<file path="src/rtl/pc_unit.sv">
// Program-counter unit: sequential advance plus exception/jump/branch redirects by
// fixed priority, with a one-entry pending slot for redirects that arrive under stall.
// Optional feature macro: PC_ALIGN_CHECK_EN traps misaligned redirect targets to EXC_VECTOR.
module pc_unit #(
    parameter int                 WIDTH        = 32,
    parameter int                 INC          = 4,
    parameter logic [WIDTH-1:0]   RESET_VECTOR = 32'h0000_0000,
    parameter logic [WIDTH-1:0]   EXC_VECTOR   = 32'h0000_0080
) (
    input  logic             clock,
    input  logic             reset,
    input  logic             stall,
    input  logic             exc,
    input  logic             jump,
    input  logic [WIDTH-1:0] jump_target,
    input  logic             branch_taken,
    input  logic [WIDTH-1:0] branch_target,
    output logic [WIDTH-1:0] PC_out,
    output logic [WIDTH-1:0] PC_plus,
    output logic             pc_valid,
    output logic             redirected,
    output logic             misalign
);

    typedef enum logic [0:0] {
        S_BOOT = 1'b0,
        S_RUN  = 1'b1
    } state_t;

    localparam logic [WIDTH-1:0] INC_W = WIDTH'(INC);

    state_t           r_state;
    state_t           w_state_nxt;
    logic [WIDTH-1:0] r_pc;
    logic [WIDTH-1:0] w_pc_nxt;
    logic             r_pend_valid;
    logic             w_pend_valid_nxt;
    logic [WIDTH-1:0] r_pend_target;
    logic [WIDTH-1:0] w_pend_target_nxt;
    logic             r_pc_valid;
    logic             r_redirected;
    logic             w_redirected_nxt;
    logic             r_misalign;
    logic             w_misalign_nxt;
    logic             w_redir_present;
    logic [WIDTH-1:0] w_redir_target;
    logic             w_live_bad;
    logic             w_pend_bad;

    assign w_redir_present = jump | branch_taken;
    assign w_redir_target  = jump ? jump_target : branch_target;

`ifdef PC_ALIGN_CHECK_EN
    // Low address bits that must be zero; INC = 1 gives an empty mask, disabling the check.
    localparam logic [WIDTH-1:0] ALIGN_MASK = WIDTH'(INC - 1);

    function automatic logic is_misaligned(input logic [WIDTH-1:0] target);
        return |(target & ALIGN_MASK);
    endfunction

    assign w_live_bad = is_misaligned(w_redir_target);
    assign w_pend_bad = is_misaligned(r_pend_target);
`else
    assign w_live_bad = 1'b0;
    assign w_pend_bad = 1'b0;
`endif

    // State register and all registered outputs; reset discards any pending redirect.
    always_ff @(posedge clock) begin
        if (reset) begin
            r_state       <= S_BOOT;
            r_pc          <= RESET_VECTOR;
            r_pend_valid  <= 1'b0;
            r_pend_target <= {WIDTH{1'b0}};
            r_pc_valid    <= 1'b0;
            r_redirected  <= 1'b0;
            r_misalign    <= 1'b0;
        end else begin
            r_state       <= w_state_nxt;
            r_pc          <= w_pc_nxt;
            r_pend_valid  <= w_pend_valid_nxt;
            r_pend_target <= w_pend_target_nxt;
            r_pc_valid    <= (w_state_nxt == S_RUN);
            r_redirected  <= w_redirected_nxt;
            r_misalign    <= w_misalign_nxt;
        end
    end

    // Next-state logic: BOOT lasts exactly one cycle, RUN is left only through reset.
    always_comb begin
        w_state_nxt = S_BOOT;
        case (r_state)
            S_BOOT:  w_state_nxt = S_RUN;
            S_RUN:   w_state_nxt = S_RUN;
            default: w_state_nxt = S_BOOT;
        endcase
    end

    // PC selection by priority: exception, stall capture/hold, live redirect, pending, increment.
    always_comb begin
        w_pc_nxt          = r_pc;
        w_pend_valid_nxt  = r_pend_valid;
        w_pend_target_nxt = r_pend_target;
        w_redirected_nxt  = 1'b0;
        w_misalign_nxt    = 1'b0;
        case (r_state)
            S_BOOT: begin
                w_pc_nxt         = RESET_VECTOR;
                w_pend_valid_nxt = 1'b0;
            end
            S_RUN: begin
                if (exc) begin
                    w_pc_nxt         = EXC_VECTOR;
                    w_pend_valid_nxt = 1'b0;
                    w_redirected_nxt = 1'b1;
                end else if (stall) begin
                    if (w_redir_present) begin
                        w_pend_target_nxt = w_redir_target;
                        w_pend_valid_nxt  = 1'b1;
                    end else begin
                        w_pend_valid_nxt  = r_pend_valid;
                    end
                end else if (w_redir_present) begin
                    w_pend_valid_nxt = 1'b0;
                    w_redirected_nxt = 1'b1;
                    if (w_live_bad) begin
                        w_pc_nxt       = EXC_VECTOR;
                        w_misalign_nxt = 1'b1;
                    end else begin
                        w_pc_nxt       = w_redir_target;
                    end
                end else if (r_pend_valid) begin
                    w_pend_valid_nxt = 1'b0;
                    w_redirected_nxt = 1'b1;
                    if (w_pend_bad) begin
                        w_pc_nxt       = EXC_VECTOR;
                        w_misalign_nxt = 1'b1;
                    end else begin
                        w_pc_nxt       = r_pend_target;
                    end
                end else begin
                    w_pc_nxt = r_pc + INC_W;
                end
            end
            default: begin
                w_pc_nxt         = RESET_VECTOR;
                w_pend_valid_nxt = 1'b0;
            end
        endcase
    end

    assign PC_out     = r_pc;
    assign PC_plus    = r_pc + INC_W;
    assign pc_valid   = r_pc_valid;
    assign redirected = r_redirected;
    assign misalign   = r_misalign;

endmodule

</file>
<file path="config.mk">
export PLATFORM = sky130hd
export DESIGN_NAME = pc_unit
export DESIGN_NICKNAME = d
export VERILOG_FILES = /design/src/rtl/pc_unit.sv
export SDC_FILE = /design/constraint.sdc
export NUM_CORES = 1
export LEC_CHECK = 0
export ABC_AREA = 1
export BUFFER_PORTS_ARGS = -buffer_cell sky130_fd_sc_hd__buf_2
export CAP_MARGIN = 20
export CORE_ASPECT_RATIO = 0.8
export CORE_MARGIN = 1
export CORE_UTILIZATION = 40
export DETAILED_ROUTE_END_ITERATION = 10
export GPL_ROUTABILITY_DRIVEN = 0
export GPL_TIMING_DRIVEN = 0
export PLACE_DENSITY = 0.69
export SLEW_MARGIN = 10
export SYNTH_ARGS = -nofsm -noshare
export SYNTH_HDL_FRONTEND = slang
export SYNTH_SLANG_ARGS = --single-unit
</file>
<file path="constraint.sdc">
create_clock -name clock -period 3.4 [get_ports clock]
set_clock_uncertainty 0.05 [all_clocks]
set_input_delay 0 -clock clock [delete_from_list [all_inputs] [get_ports clock]]
set_output_delay 0 -clock clock [all_outputs]
set_load 0.05 [all_outputs]
</file>
==> impl_summary.txt <==
----------------------------------------------------
[Layout]
  Share of layout cells above drive strength 1 ... between 20% and 30%
  Final standard cell count with taps included and fillers excluded ... 1,007
  Number of filler instances in the final layout ... 1,087
  Total number of nets in the final design ... slightly above 900
  Layout overhead on the synthesized area ... 29.2%
  Leading cell type in the layout, fill and taps excluded ... sky130_fd_sc_hd__nand2_1
  Inserted Diodes ... 0
  Highest-count cells in the layout ignoring fill and taps ... sky130_fd_sc_hd__nand2_1 (345), sky130_fd_sc_hd__buf_2 (142), sky130_fd_sc_hd__dfxtp_1 (67)

[Setup path]
  CP Buf/Inv Count ... 2
  Series of cell instances along the critical path ... ha_1, inv_1, nor2_4, nand2_4, nor2_8, nand2_1, nand2_1, and2_1, buf_2
  Crit path required time ... about 3.4 ns
  Category of the worst setup path launch point ... register
  Critical Path Most Common Cell ... sky130_fd_sc_hd__nand2_1
  Worst reg-to-reg setup slack ... ~1.7 ns
  Critical-path top delay cell ... sky130_fd_sc_hd__dfxtp_1
  R2R depth ... 12
  R2R Path End ... PC_out[22]$_SDFFE_PP0N_
  Family with the most delay on the worst path ... simple AND/OR/NAND/NOR gates
  Crit path largest cell delay ... around 0.43 ns
  CP max FO ... 5
  CP Class ... register to output port
  Arrival @ worst endpoint ... between 2 and 2.5 ns
  Reg2Reg Launch Point ... PC_out[3]$_SDFFE_PP0N_
  Critical Path Sink Type ... output port

[Detailed routing]
  Avg WL per Cell ... approximately 13 um
  Drc violations ... 0
  Drt pass-1 iters ... 5
  Sum of routed wire length over all layers ... around 13,000 um
  Count of antenna-violating nets left after detailed routing ... 0
  Initial drt markers ... ~430
  Routed via count divided by cell count ... roughly 4.7
  Overall via count from detail_route ... 4,741

[Synthesis]
  Portion of the post-synthesis area used by sequential elements ... 31.1%
  Synth cell types ... 33
  Mapped Area ... ~4300 sq um
  Mapped Cells ... between 700 and 800
  Top post-synthesis cells by area ... sky130_fd_sc_hd__dfxtp_1 (31%), sky130_fd_sc_hd__nand2_1 (30%), sky130_fd_sc_hd__inv_1 (5.7%), sky130_fd_sc_hd__a21oi_1 (4.2%), sky130_fd_sc_hd__nor2_1 (3.7%)
  Warnings, synthesis ... 0
  Main synth FF type ... sky130_fd_sc_hd__dfxtp_1
  Post-synthesis cell type with the largest combined area ... sky130_fd_sc_hd__dfxtp_1
  Area fraction of the dominant cell type after synthesis ... a little under a third
  Number of synthesized flops with an enable pin ... 0
  Yosys reg bits ... 67
  Ys async rst share ... 0%
  Net count after synthesis ... between 700 and 800
  Post-synthesis area per instance ... roughly 6.1 sq um

[Timing]
  Minimum clock period after layout ... 2.06 ns
  Number of max-slew violations in the final report ... 0
  Final Hold Fails ... 0
  Maximum clock frequency ... just under 500 MHz
  Transition at the pin with the smallest max-transition slack ... just over 0.6 ns
  RSZ-0062 raised after global routing ... no
  Portion of the clock cycle consumed by the worst path in the final layout ... roughly three fifths
  Setup TNS after final layout ... 0 ns
  Final setup violation count ... 0
  Worst-case headroom to the max-slew limit ... about three fifths

[Die]
  Total number of placement rows ... 33
  Die extent in x ... approximately 120 um
  Vert. Die Dim ... about 95 um
  Initial cell density of the core ... between 40% and 50%
  Core footprint ... about 10,000 sq um
  Ports ... between 100 and 150
  Floorplan die area ... 11,200 sq um

[Clock network]
  Number of gates given a new drive strength after cts ... 0
  Clock tree buffer depth ... 2
  CTS Sinks ... between 60 and 70
  Clock latency on the worst-skew pair ... approximately 0.33 ns
  Clock Root Buffer ... sky130_fd_sc_hd__clkbuf_16
  Clock tree from TritonCTS ... built
  Setup fix buffers added after clock tree synthesis ... 0
  Clock buffers created by TritonCTS ... 9
  CTS clock-pin slew for the worst setup and hold paths ... about 0.060 ns
  CTS hold repair buffers ... 10
  Depth of the CTS H-tree ... 3

[Global routing]
  GR Util All Layers ... 24.5%
  First-pass GRT wire length ... roughly 21,000 um
  Largest net degree at the start of global routing ... 13
  Final global-route overflow total ... 0
  Vias in the first global route ... between 4,000 and 5,000
  Antenna violations before repair ... 0

[Flow run]
  Max Cap Violations ... 0

[Placement]
  Port Buffers ... around 130
  Detailed Place HPWL ... between 10,000 and 15,000 um
  Cell total after placement ... slightly below 1,000

[Power]
  Total power per unit cell area ... around 390 nW/um^2
  Peak supply drop ... 0.248 mV
  Leakage dissipation ... around 0.003 uW

[Run status]
  Result of the run ... finished, final reports clean

[Min path]
  Endpoint of the worst hold-timing path ... r_pend_target[31]$_SDFFE_PP0P_
  Path class of the lowest-slack min-delay path ... primary input to register
  Startpoint of the lowest-slack hold path ... jump_target[31]
  Worst hold path stage count ... 5

----------------------------------------------------
## layout make-up
class | count | area, sq um | share of cell area, %
inverter | 68 | 255 | 4.58
timing repair buffer | 143 | 766 | 13.7
clock inverter | 6 | 90.1 | 1.62
multi-input combinational | 541 | 2550 | 45.9
sequential | 67 | 1340 | 24.1
clock buffer | 10 | 229 | 4.11
tap | 140 | 175 | 3.15
buffer | 32 | 158 | 2.83
## how the worst max path moves through the flow
stage	from	end	slack [ns]	depth (start not counted)
after floorplan	PC_out[2]$_SDFFE_PP0N_	PC_out[11]$_SDFFE_PP0N_	0.63	8
after global placement	PC_out[2]$_SDFFE_PP0N_	PC_plus[26]	1.68	9
after detailed placement	PC_out[2]$_SDFFE_PP0N_	PC_out[22]$_SDFFE_PP0N_	1.67	12
after CTS	PC_out[2]$_SDFFE_PP0N_	PC_plus[26]	1.33	9
after global routing	PC_out[3]$_SDFFE_PP0N_	PC_plus[26]	1.18	9
final	PC_out[3]$_SDFFE_PP0N_	PC_plus[26]	1.34	9
## Yosys cell counts, types with 4 or more instances
library cell               count
sky130_fd_sc_hd__and2_1        4
sky130_fd_sc_hd__nor2_1       43
sky130_fd_sc_hd__o21ai_0      30
sky130_fd_sc_hd__nand3b_1      4
sky130_fd_sc_hd__clkbuf_1     12
sky130_fd_sc_hd__buf_1         4
sky130_fd_sc_hd__nor2_8        4
sky130_fd_sc_hd__nor2_4        7
sky130_fd_sc_hd__a22o_1       13
sky130_fd_sc_hd__dfxtp_1      67
sky130_fd_sc_hd__xor2_1        7
sky130_fd_sc_hd__inv_1        65
sky130_fd_sc_hd__buf_4         7
sky130_fd_sc_hd__nand3_1      18
sky130_fd_sc_hd__buf_2         9
sky130_fd_sc_hd__xor2_2        6
sky130_fd_sc_hd__a21oi_1      36
sky130_fd_sc_hd__nand2_1     345
## flip-flops by register name, indices dropped and copies added, names as in the netlist
register and cells:
pc_valid 1, redirected 1, r_pend_target 32, r_pend_valid 1
PC_out 32
## routing by layer
metal | part of all wire, % | track usage, % | vias up
met4 | 0.89 | 4.70 | 0
met2 | 43 | 37.6 | 187
met3 | 6.8 | 5.31 | 13
met5 | 0 | 0 | -
met1 | 50 | 35.1 | 2059
li1 | - | - | 2482
## logic make-up after synthesis
family	after synthesis	synth area share [%]
and+or+nand+nor	434	42.6
buffers and inverters	100	9.58
AOI/OAI and AO/OA	89	11.9
DFF	67	31.1
xor gates and xnor gates	15	4.09
adders and majority gates	2	0.581
other	1	0.0870
## where the power goes
group	total [uW]	switching, uW	internal (uW)
clock	1000	357	643
sequential	825	17.4	807
combinational	323	211	112
total	2150	586	1560
## worst register-to-register path: stages, from the launching register on
cell	delay (ns)
sky130_fd_sc_hd__dfxtp_1	0.43
sky130_fd_sc_hd__ha_1	0.24
sky130_fd_sc_hd__inv_1	0.08
sky130_fd_sc_hd__nor2_4	0.15
sky130_fd_sc_hd__nand2_4	0.11
sky130_fd_sc_hd__nor2_8	0.18
sky130_fd_sc_hd__nand2_1	0.07
sky130_fd_sc_hd__nand2_1	0.06
sky130_fd_sc_hd__nand2_1	0.07
sky130_fd_sc_hd__nand2_1	0.06
sky130_fd_sc_hd__nand2_1	0.05
sky130_fd_sc_hd__nand2_1	0.05
sky130_fd_sc_hd__nand2_1	0.04
## metrics by stage
step / total power [uW] / setup slack, ns / utilization [%] / hold WS [ns] / area [sq um]
after floorplan: 1040 / 0.632 / - / 0.117 / 4310
after global placement: 1150 / 1.68 / 49.7 / 0.216 / 5150
after detailed placement: 1150 / 1.67 / 49.7 / 0.213 / 5150
after CTS: 2150 / 1.33 / 53.7 / 0.00256 / 5570
after global routing: 2230 / 1.18 / 53.7 / 0.0294 / 5570
final: 2150 / 1.34 / 53.7 / 0.00351 / 5570
(Power assumes the default switching activity.)
